## config.mk

```make
export PLATFORM = sky130hd
export DESIGN_NAME = change_dispenser
export DESIGN_NICKNAME = d
export VERILOG_FILES = /design/src/rtl/change_dispenser.sv
export SDC_FILE = /design/constraint.sdc
export NUM_CORES = 1
export LEC_CHECK = 0
export CORE_MARGIN = 5
export CORE_UTILIZATION = 30
export DETAILED_ROUTE_END_ITERATION = 8
export PLACE_DENSITY_LB_ADDON = 0.25
export SETUP_SLACK_MARGIN = 0.1
export SLEW_MARGIN = 20
export SYNTH_ARGS = -nofsm -noshare
export SYNTH_HDL_FRONTEND = slang
export SYNTH_SLANG_ARGS = --single-unit
```

## constraint.sdc

```tcl
create_clock -name clk -period 2.5 [get_ports clk]
set_input_delay 0.375 -clock clk [delete_from_list [all_inputs] [get_ports clk]]
set_output_delay 0.375 -clock clk [all_outputs]
set_load 0.005 [all_outputs]
```

## src/rtl/change_dispenser.sv

```systemverilog
// Change dispenser: pays a change amount as 10/5/1 coins over a valid/ack
// handshake, tracking per-denomination inventory and reporting shortfall.
module change_dispenser #(
  parameter int CNT_W  = 4,
  parameter int INIT10 = 4,
  parameter int INIT5  = 4,
  parameter int INIT1  = 8
) (
  input  logic             clk,
  input  logic             rst,
  input  logic             dispense_in,
  input  logic [4:0]       change_in,
  input  logic             eject_ack,
  input  logic             refill,
  input  logic [1:0]       refill_sel,
  output logic             eject_valid,
  output logic [3:0]       eject_coin,
  output logic             busy,
  output logic             done,
  output logic             short,
  output logic [4:0]       owed,
  output logic             overrun,
  output logic [CNT_W-1:0] cnt10,
  output logic [CNT_W-1:0] cnt5,
  output logic [CNT_W-1:0] cnt1
);

  localparam logic [2:0] S_IDLE   = 3'd0;
  localparam logic [2:0] S_LOAD   = 3'd1;
  localparam logic [2:0] S_SELECT = 3'd2;
  localparam logic [2:0] S_EJECT  = 3'd3;
  localparam logic [2:0] S_DONE   = 3'd4;
  localparam logic [2:0] S_SHORT  = 3'd5;

  localparam logic [CNT_W-1:0] INIT10_C = CNT_W'(INIT10);
  localparam logic [CNT_W-1:0] INIT5_C  = CNT_W'(INIT5);
  localparam logic [CNT_W-1:0] INIT1_C  = CNT_W'(INIT1);

  logic [2:0]       state_q, state_d;
  logic [4:0]       rem_q, rem_d;
  logic [3:0]       coin_q, coin_d;
  logic [4:0]       owed_q, owed_d;
  logic [CNT_W-1:0] cnt10_q, cnt10_d;
  logic [CNT_W-1:0] cnt5_q, cnt5_d;
  logic [CNT_W-1:0] cnt1_q, cnt1_d;
  logic             xfer;

  // Saturating increment on refill; a simultaneous refill and payout cancel.
  function automatic logic [CNT_W-1:0] step_cnt(input logic [CNT_W-1:0] c,
                                                 input logic inc,
                                                 input logic dec);
    if (inc && !dec && c != '1) return c + CNT_W'(1);
    if (dec && !inc)            return c - CNT_W'(1);
    return c;
  endfunction

  assign xfer = (state_q == S_EJECT) && eject_ack;

  // NOTE: every signal assigned in this block gets a default first, so no latch is inferred.
  always_comb begin
    state_d = state_q;
    rem_d   = rem_q;
    coin_d  = coin_q;
    owed_d  = owed_q;
    case (state_q)
      S_IDLE: if (dispense_in) state_d = S_LOAD;
      S_LOAD: begin
        rem_d   = change_in;
        owed_d  = '0;
        state_d = S_SELECT;
      end
      S_SELECT: begin
        if (rem_q == 5'd0) begin
          state_d = S_DONE;
        end else if (rem_q >= 5'd10 && cnt10_q != '0) begin
          coin_d  = 4'd10;
          state_d = S_EJECT;
        end else if (rem_q >= 5'd5 && cnt5_q != '0) begin
          coin_d  = 4'd5;
          state_d = S_EJECT;
        end else if (cnt1_q != '0) begin
          coin_d  = 4'd1;
          state_d = S_EJECT;
        end else begin
          owed_d  = rem_q;
          state_d = S_SHORT;
        end
      end
      S_EJECT: if (eject_ack) begin
        // Selection guaranteed coin_q <= rem_q, so this cannot underflow.
        rem_d   = rem_q - {1'b0, coin_q};
        state_d = S_SELECT;
      end
      S_DONE:  state_d = S_IDLE;
      S_SHORT: state_d = S_IDLE;
      default: state_d = S_IDLE;
    endcase

    cnt10_d = step_cnt(cnt10_q, refill && refill_sel == 2'd2, xfer && coin_q == 4'd10);
    cnt5_d  = step_cnt(cnt5_q,  refill && refill_sel == 2'd1, xfer && coin_q == 4'd5);
    cnt1_d  = step_cnt(cnt1_q,  refill && refill_sel == 2'd0, xfer && coin_q == 4'd1);
  end

  // NOTE: state registers use non-blocking assignments so every flop samples pre-edge values.
  always_ff @(posedge clk) begin
    if (rst) begin
      state_q <= S_IDLE;
      rem_q   <= '0;
      coin_q  <= '0;
      owed_q  <= '0;
      cnt10_q <= INIT10_C;
      cnt5_q  <= INIT5_C;
      cnt1_q  <= INIT1_C;
    end else begin
      state_q <= state_d;
      rem_q   <= rem_d;
      coin_q  <= coin_d;
      owed_q  <= owed_d;
      cnt10_q <= cnt10_d;
      cnt5_q  <= cnt5_d;
      cnt1_q  <= cnt1_d;
    end
  end

  assign eject_valid = (state_q == S_EJECT);
  assign eject_coin  = eject_valid ? coin_q : 4'd0;
  assign busy        = (state_q != S_IDLE);
  assign done        = (state_q == S_DONE);
  assign short       = (state_q == S_SHORT);
  assign overrun     = dispense_in && busy;
  assign owed        = owed_q;
  assign cnt10       = cnt10_q;
  assign cnt5        = cnt5_q;
  assign cnt1        = cnt1_q;

endmodule

```

[Word-level counts from Yosys, hierarchy flattened]
Cells that the tools add are included.
Operators by class
  order comparisons: 2
  eq/ne operators: 19
  shift operators: 0
  reduce and logical (&&, ||, !) cells: 42
  multiply operators: 0
  add/sub/neg operators: 7
  divide/modulo/power cells: 0
  mux-type cells: 39
  bitwise logic cells: 1
Operators with widths (count)
  $mux 4: 16
  $mux 5: 5
  $pmux 5 s2: 2
  $logic_and 1x1->1: 19
  $mux 3: 6
  $add 4x1->4 const B: 3
  $ne 2x2->1 const B: 6
  $ne 4x4->1 const B: 3
  $pmux 3 s4: 1
  $reduce_bool 4->1: 3
  $sub 4x1->4 const B: 3
  $reduce_bool 2->1: 5
  $mux 1: 9
  $eq 3x2->1 const B: 2
  $eq 3x3->1 const B: 2
  $logic_not 1->1: 6
  $reduce_bool 3->1: 2
  $ge 5x3->1 const B: 1
  $ge 5x4->1 const B: 1
  $logic_not 5->1: 1
  $reduce_and 5->1: 1
  $sub 5x4->5: 1
  $eq 4x1->1 const B: 1
  $eq 4x3->1 const B: 1
  other kinds (9): 10
Storage, ports and cells
  bits in latches: 0
  register bits after elaboration: 29
  memory bits (writable): 0
  memories: 0
  word-level logic and storage cells: 117
  ROM bits: 0
  input port bits: 12

[Logic depth before layout (Yosys ltp)]
Gate-level depths: netlist of run 1.
  depth in word-level cells: 10
  mapped depth: 8

[Least setup slack after synthesis of run 1]
Ideal clock, no wire load.
  path type: reg2reg
  start point: reg cnt1_q[0] (netlist: cnt1[0])
  end point: reg owed_q[0] (netlist: owed[0])
  buffers on the path: 1
  required time: 2.373 ns
  setup time: 0.127 ns
  path slack: 0.596 ns
  stages on the path, launching flop included: 9
  period minus slack after synthesis: 1.904 ns
  arrival time: 1.777 ns
  cells stage by stage: dfxtp_1 inv_1 ha_1 or3b_2 o21ai_0 and4bb_2 buf_2 mux2i_1 nor2_1
On the way
  longest elaborated chain between the ends: 3
Ends and longest elaborated chain
  start: declaration: RTL line 45  | logic [CNT_W-1:0] cnt1_q, cnt1_d;
  start signal: assignment: RTL line 121  | cnt1_q <= cnt1_d;
  $reduce_bool 4->1: RTL line 81  | end else if (cnt1_q != '0) begin
  $ne 2x2->1 (no source line)
  $reduce_and 5->1 (no source line)
  end signal: assignment: RTL line 118  | owed_q <= owed_d;
  end: declaration: RTL line 42  | logic [4:0] owed_q, owed_d;
No other way between the ends.
A chain may end at the register's enable or synchronous reset.

[Worst setup path in the final report of run 1]
  start point: reg state_q[1]
  end point: out eject_coin[3]
On the way
  longest elaborated chain between the ends: 2
Ends and longest elaborated chain
  start: declaration: RTL line 39  | logic [2:0] state_q, state_d;
  start signal: assignment: RTL line 115  | state_q <= state_d;
  $eq 3x2->1: RTL line 125  | assign eject_valid = (state_q == S_EJECT);
  $mux 4: RTL line 126  | assign eject_coin = eject_valid ? coin_q : 4'd0;
  end: declaration: RTL line 17  | output logic [3:0] eject_coin,
No other way between the ends.

==> results.yml, run 1 <==
synthesis:
  synth_edf_count: 0
  synthAdderAreaFrac_pct: 8.62
  synth_xor_xnor_area_share_pct: 2.40
  synth_cells: 219
  yosys-mux-area-fraction_pct: 3.90
  synth-main-ff-cell: "dfxtp_1"
  avgSynthCellArea_um2: 8.35
  synth_seq_cells: 28
  synth_nets: 243
  yosys_warnings: 0
  yosysSeqAreaShare_pct: 30.7
  synth_top_family_by_area: "simple AND/OR/NAND/NOR gates"
  synth-simple-area-share_pct: 27.4
  synth-compound-area-share_pct: 20.8
  netlist_area_um2: 1830
  ys_types: 53
  synthArstFlopShare_pct: 0
sta:
  setup_viol: 0
  rsz0062_at_grt: "no"
  tns_ps: 0
  slew_headroom_pct: 60.6
  tightest_slew_ps: 589
  finalHoldViolations: 0
  fin_crit_sh_pct: 89.7
  clock_skew_ps: 5.96
  max_clock_freq_mhz: 446
  slew_viol_final: 0
  min_period_ps: 2240
  timing.final.ws_setup_ps: 258
route:
  vias: 1687
  ant_nets: 0
  drt_first_iter_violations: 80
  drc_errors: 0
  vias_per_cell: 5.05
  firstDrtPassIters: 4
  wl_per_cell_um: 13.6
  wirelength_mm: 4.55
layout:
  diodes: 0
  layout.nets: 284
  area_delta_synth_final_pct: 28.5
  fillers: 616
  final_util_pct: 39.7
  layout-drive-gt1-share_pct: 8.88
floorplanning:
  io_pins: 38
  die_x_um: 88.1
  design.core.area_um2: 5920
  die_area_um2: 7750
  start_util_pct: 30.9
  row_count: 28
  die_y_um: 88.1
place:
  gp_congestion: 0.821
  place_ws_ps: 167
  dp_hpwl_mm: 3.51
  port_buffers: 37
grt:
  grt_pass1_vias: 1697
  antenna_found_initial: 0
  grt_max_degree: 16
  overflow: 0
  grt_pass1_wl_mm: 7.87
  track_usage_pct: 12.7
clock_network:
  post-cts-setup-buffers: 0
  root_buffer: "clkbuf_8"
  clkTransAtPathRegs_ps: 110
  clockBufferDepth: 2
  numCtsBuffers: 3
  postCtsHoldBufs: 0
  cts_tree: "done"
  clock-sinks: 28
  insertion_delay_ps: 280
  postCtsResizedCells: 0
  cts_htree_levels: 1
critical_path:
  cp.arrival_ps: 1870
  cp-end-kind: "primary output"
  cp-start-kind: "register"
  crit_required_ps: 2120
  worst-path-max-fanout: 14
  setup.worst_path.class: "register to primary output"
worst_hold_path:
  hold_class: "register to register"
flow_run:
  maxCapViolations: 0
power_and_ir_drop:
  powerDensity_nw_per_um2: 452
  p_leak_uw: 0.000830
  ir_worst_vdd_mv: 0.226
status:
  status: "finished clean"
[logic make-up after synthesis]
logic type / after synthesis
and+or+nand+nor: 85
AOI/OAI and AO/OA: 56
DFF: 28
xor gates and xnor gates: 5
buffers and inverters: 26
muxes: 7
adders and majority gates: 12
[placed cells by master, fill, tap and decap left out, types with 4 or more instances in the layout]
cell type,n
nand2_1,12
nor2_1,22
buf_4,6
o211ai_1,8
dfxtp_1,28
nor3_1,9
ha_1,11
mux2i_1,6
clkdlybuf4s50_1,37
clkbuf_8,4
a211oi_1,5
o21ai_0,11
xnor2_1,4
inv_1,19
nand3_1,7
a21oi_1,11
[synth_stat cells, types with 3 or more instances]
cell,instances,area share [%]
inv_1,19,3.9
nor3_1,9,2.5
dfxtp_1,28,31
a211oi_1,5,2.1
or3_1,3,1.0
a21oi_1,11,3.0
ha_1,11,7.5
nor2b_1,3,1.0
o32ai_1,3,1.4
nand2b_1,3,1.0
clkbuf_1,3,0.62
xnor2_1,4,1.9
nand3b_1,3,1.2
or3b_2,3,1.4
nor2_1,22,4.5
nand3_1,7,1.9
o21ai_0,11,3.0
o211ai_1,8,3.3
nand2_1,12,2.5
mux2i_1,6,3.3
o21bai_1,3,1.2
and3b_1,3,1.4
[worst max-delay path, stage by stage (launching register included)]
cell             delay, ps
dfxtp_1                600
nand3b_1               130
buf_4                  210
nor2_1                 130
clkdlybuf4s50_1        520
[area by class of cell]
class                           instances  area, µm²  area share, %
Inverter                               19       71.3           3.04
Multi-Input combinational cell        165       1150           49.1
Tap cell                               75       93.8           3.99
Sequential cell                        28        561           23.9
Timing Repair Buffer                   43        415           17.7
Clock buffer                            4       55.1           2.34
[power breakdown]
part | leakage [µW] | total (µW) | switching [µW] | internal, µW
registers | 0.000228 | 514 | 43.7 | 471
logic | 0.000574 | 255 | 122 | 133
clock network | 0.0000288 | 292 | 151 | 141
total | 0.000830 | 1060 | 317 | 745
[flip-flops by register name (all words and copies together) (netlist names)]
| register | cells |
|---|---|
| cnt10 | 4 |
| cnt5 | 4 |
| owed | 5 |
| rem_q | 5 |
| cnt1 | 4 |
| state_q | 3 |
| coin_q | 3 |
[metal layers]
| metal | vias up | GRT usage, % | share of wire [%] |
|---|---|---|---|
| met2 | 21 | 20.8 | 46 |
| li1 | 874 | - | - |
| met3 | 4 | 1.98 | 3.0 |
| met4 | 0 | 3.71 | 0.83 |
| met1 | 788 | 17.2 | 50 |
| met5 | - | 0 | 0 |
[worst paths after layout]
kind / endpoint / start / depth (start not counted) / slack (ps)
max: eject_coin[3] / state_q[1] / 4 / 260
min: owed[2] / owed[2] / 2 / 510
max reg2reg: owed[4] / cnt1[0] / 7 / 440
min reg2reg: owed[2] / owed[2] / 2 / 510
[metrics by stage]
stage | total power (µW) | cells | instance area (µm²) | hold slack [ps]
3_3_place_gp | 779 | 330 | 2290 | 484
3_5_place_dp | 780 | 330 | 2290 | 487
5_1_grt | 1120 | 334 | 2350 | 559
2_1_floorplan | 687 | 219 | 1830 | 453
6_report | 1060 | 334 | 2350 | 508
4_1_cts | 1070 | 334 | 2350 | 511
Power figures use the tool's default switching activity.
==> run 2, diff against run 1 <==
- CORE_UTILIZATION: 30 -> 51
- clock period: 2.5 -> 2.4 ns (I/O delays scaled with it)
==> run 2 against run 1 <==
  * Critical endpoint unchanged
  * Critical path depth did not move
  * Setup slack improved by 28 ps
  * Clock skew barely moved
  * Largest power group unchanged
==> results.yml, run 2 (synthesized netlist as in run 1, its figures left out) <==
floorplanning:
  design.core.area_um2: 3420
  die_y_um: 69.9
  row_count: 21
  start_util_pct: 53.5
  die_area_um2: 4880
  io_pins: 38
  die_x_um: 69.9
critical_path:
  critPathBufInv: 2
  setup.worst_path.class: "register to primary output"
  worst-path-max-fanout: 11
  crit_family: "buffers and inverters"
  cp.arrival_ps: 1750
  cp-end-kind: "primary output"
  crit_chain: "nand3b_1 > buf_4 > nor2_1 > clkdlybuf4s50_1"
  slowest_stage: "clkdlybuf4s50_1"
  cp-start-kind: "register"
  crit_required_ps: 2040
  cp_slowest_stage_delay_ps: 520
grt:
  track_usage_pct: 17.1
  antenna_found_initial: 0
  grt_max_degree: 16
  overflow: 0
  grt_pass1_wl_mm: 7.02
  grt_pass1_vias: 1605
clock_network:
  insertion_delay_ps: 330
  clock-sinks: 28
  numCtsBuffers: 3
  cts_tree: "done"
  clockBufferDepth: 2
  postCtsHoldBufs: 0
  clkTransAtPathRegs_ps: 150
  root_buffer: "clkbuf_4"
  cts_htree_levels: 1
place:
  port_buffers: 37
  dp_hpwl_mm: 3.19
  gp_congestion: 0.852
route:
  drc_errors: 0
  drt_first_iter_violations: 96
  top_layer_used: "met4"
  wl_per_cell_um: 13.4
  wl_met1_mm: 1.92
  ant_nets: 0
  vias_per_cell: 5.61
  dr_wl_met3_um: 303
  vias: 1721
  route.met2.wl_mm: 1.85
  wirelength_mm: 4.10
  firstDrtPassIters: 4
sta:
  max_clock_freq_mhz: 473
  tightest_slew_ps: 499
  worst_hold_slack_ps: 510
  slew_headroom_pct: 66.4
  slew_viol_final: 0
  setup_viol: 0
  finalHoldViolations: 0
  tns_ps: 0
  clock_skew_ps: 5.98
  min_period_ps: 2110
  fin_crit_sh_pct: 88.0
  rsz0062_at_grt: "no"
layout:
  final_cell_mix: "clkdlybuf4s50_1 (37), dfxtp_1 (26), nor2_1 (22), inv_1 (19), nand2_1 (12)"
  area_delta_synth_final_pct: 26.5
  layout.nets: 286
  layout-drive-gt1-share_pct: 10.3
  final_common_cell: "clkdlybuf4s50_1"
  diodes: 0
power_and_ir_drop:
  p_leak_uw: 0.000832
  ir_worst_vdd_mv: 0.187
  powerDensity_nw_per_um2: 448
flow_run:
  maxCapViolations: 0
status:
  status: "finished clean"
worst_hold_path:
  hold_class: "register to register"
## run 2: cell types whose count changed in the layout (fill, tap and decap cells not counted), sizes merged
cell	change
buf	+2
## run 2: layer usage
layer | track usage, % | up-vias
met5 | 0 | -
met3 | 3.44 | 4
li1 | - | 875
met1 | 23.2 | 783
met4 | 5.53 | 0
met2 | 27.1 | 59
## run 2: stage by stage
| stage | setup slack (ps) | power (µW) | instances | util (%) | instance area [µm²] |
|---|---|---|---|---|---|
| 2_1_floorplan | 496 | 715 | 219 | - | 1830 |
| 3_3_place_gp | 138 | 804 | 302 | 66.3 | 2270 |
| 3_5_place_dp | 102 | 811 | 302 | 66.3 | 2270 |
| 4_1_cts | 230 | 1050 | 307 | 67.7 | 2310 |
| 5_1_grt | 120 | 1100 | 307 | 67.7 | 2310 |
| 6_report | 287 | 1040 | 307 | 67.7 | 2310 |
## run 2: worst paths after layout
kind	start	to	slack, ps	cells after the start
max	state_q[1]	eject_coin[3]	290	4
min reg2reg	owed[1]	owed[1]	510	2
min	owed[1]	owed[1]	510	2
max reg2reg	cnt1[0]	owed[3]	340	7
## run 2: layout make-up
type	count	area (µm²)
Clock buffer	4	36.3
Fill cell	295	1100
Inverter	19	71.3
Multi-Input combinational cell	165	1150
Sequential cell	28	563
Tap cell	46	57.6
Timing Repair Buffer	45	430
## run 2: power breakdown
group / internal [µW] / switching, µW
sequential: 492 / 44.4
combinational: 140 / 127
clock: 92.8 / 140
## run 2: tightest hold or removal path, cell delays in order (launching register included)
cell	delay [ps]
dfxtp_1	350
mux2i_1	60
nor2_1	70
## run 2: repair_timing
item	CTS	global route
gates resized for setup	1	1
setup endpoints to repair	5	2
pin swaps	1	0
setup buffers	1	0
==> run 3, diff against run 2 <==
- GPL_TIMING_DRIVEN: not set -> 1
==> results of run 3 <==
No change in the layout: final DEF, timing and power equal those of run 2.
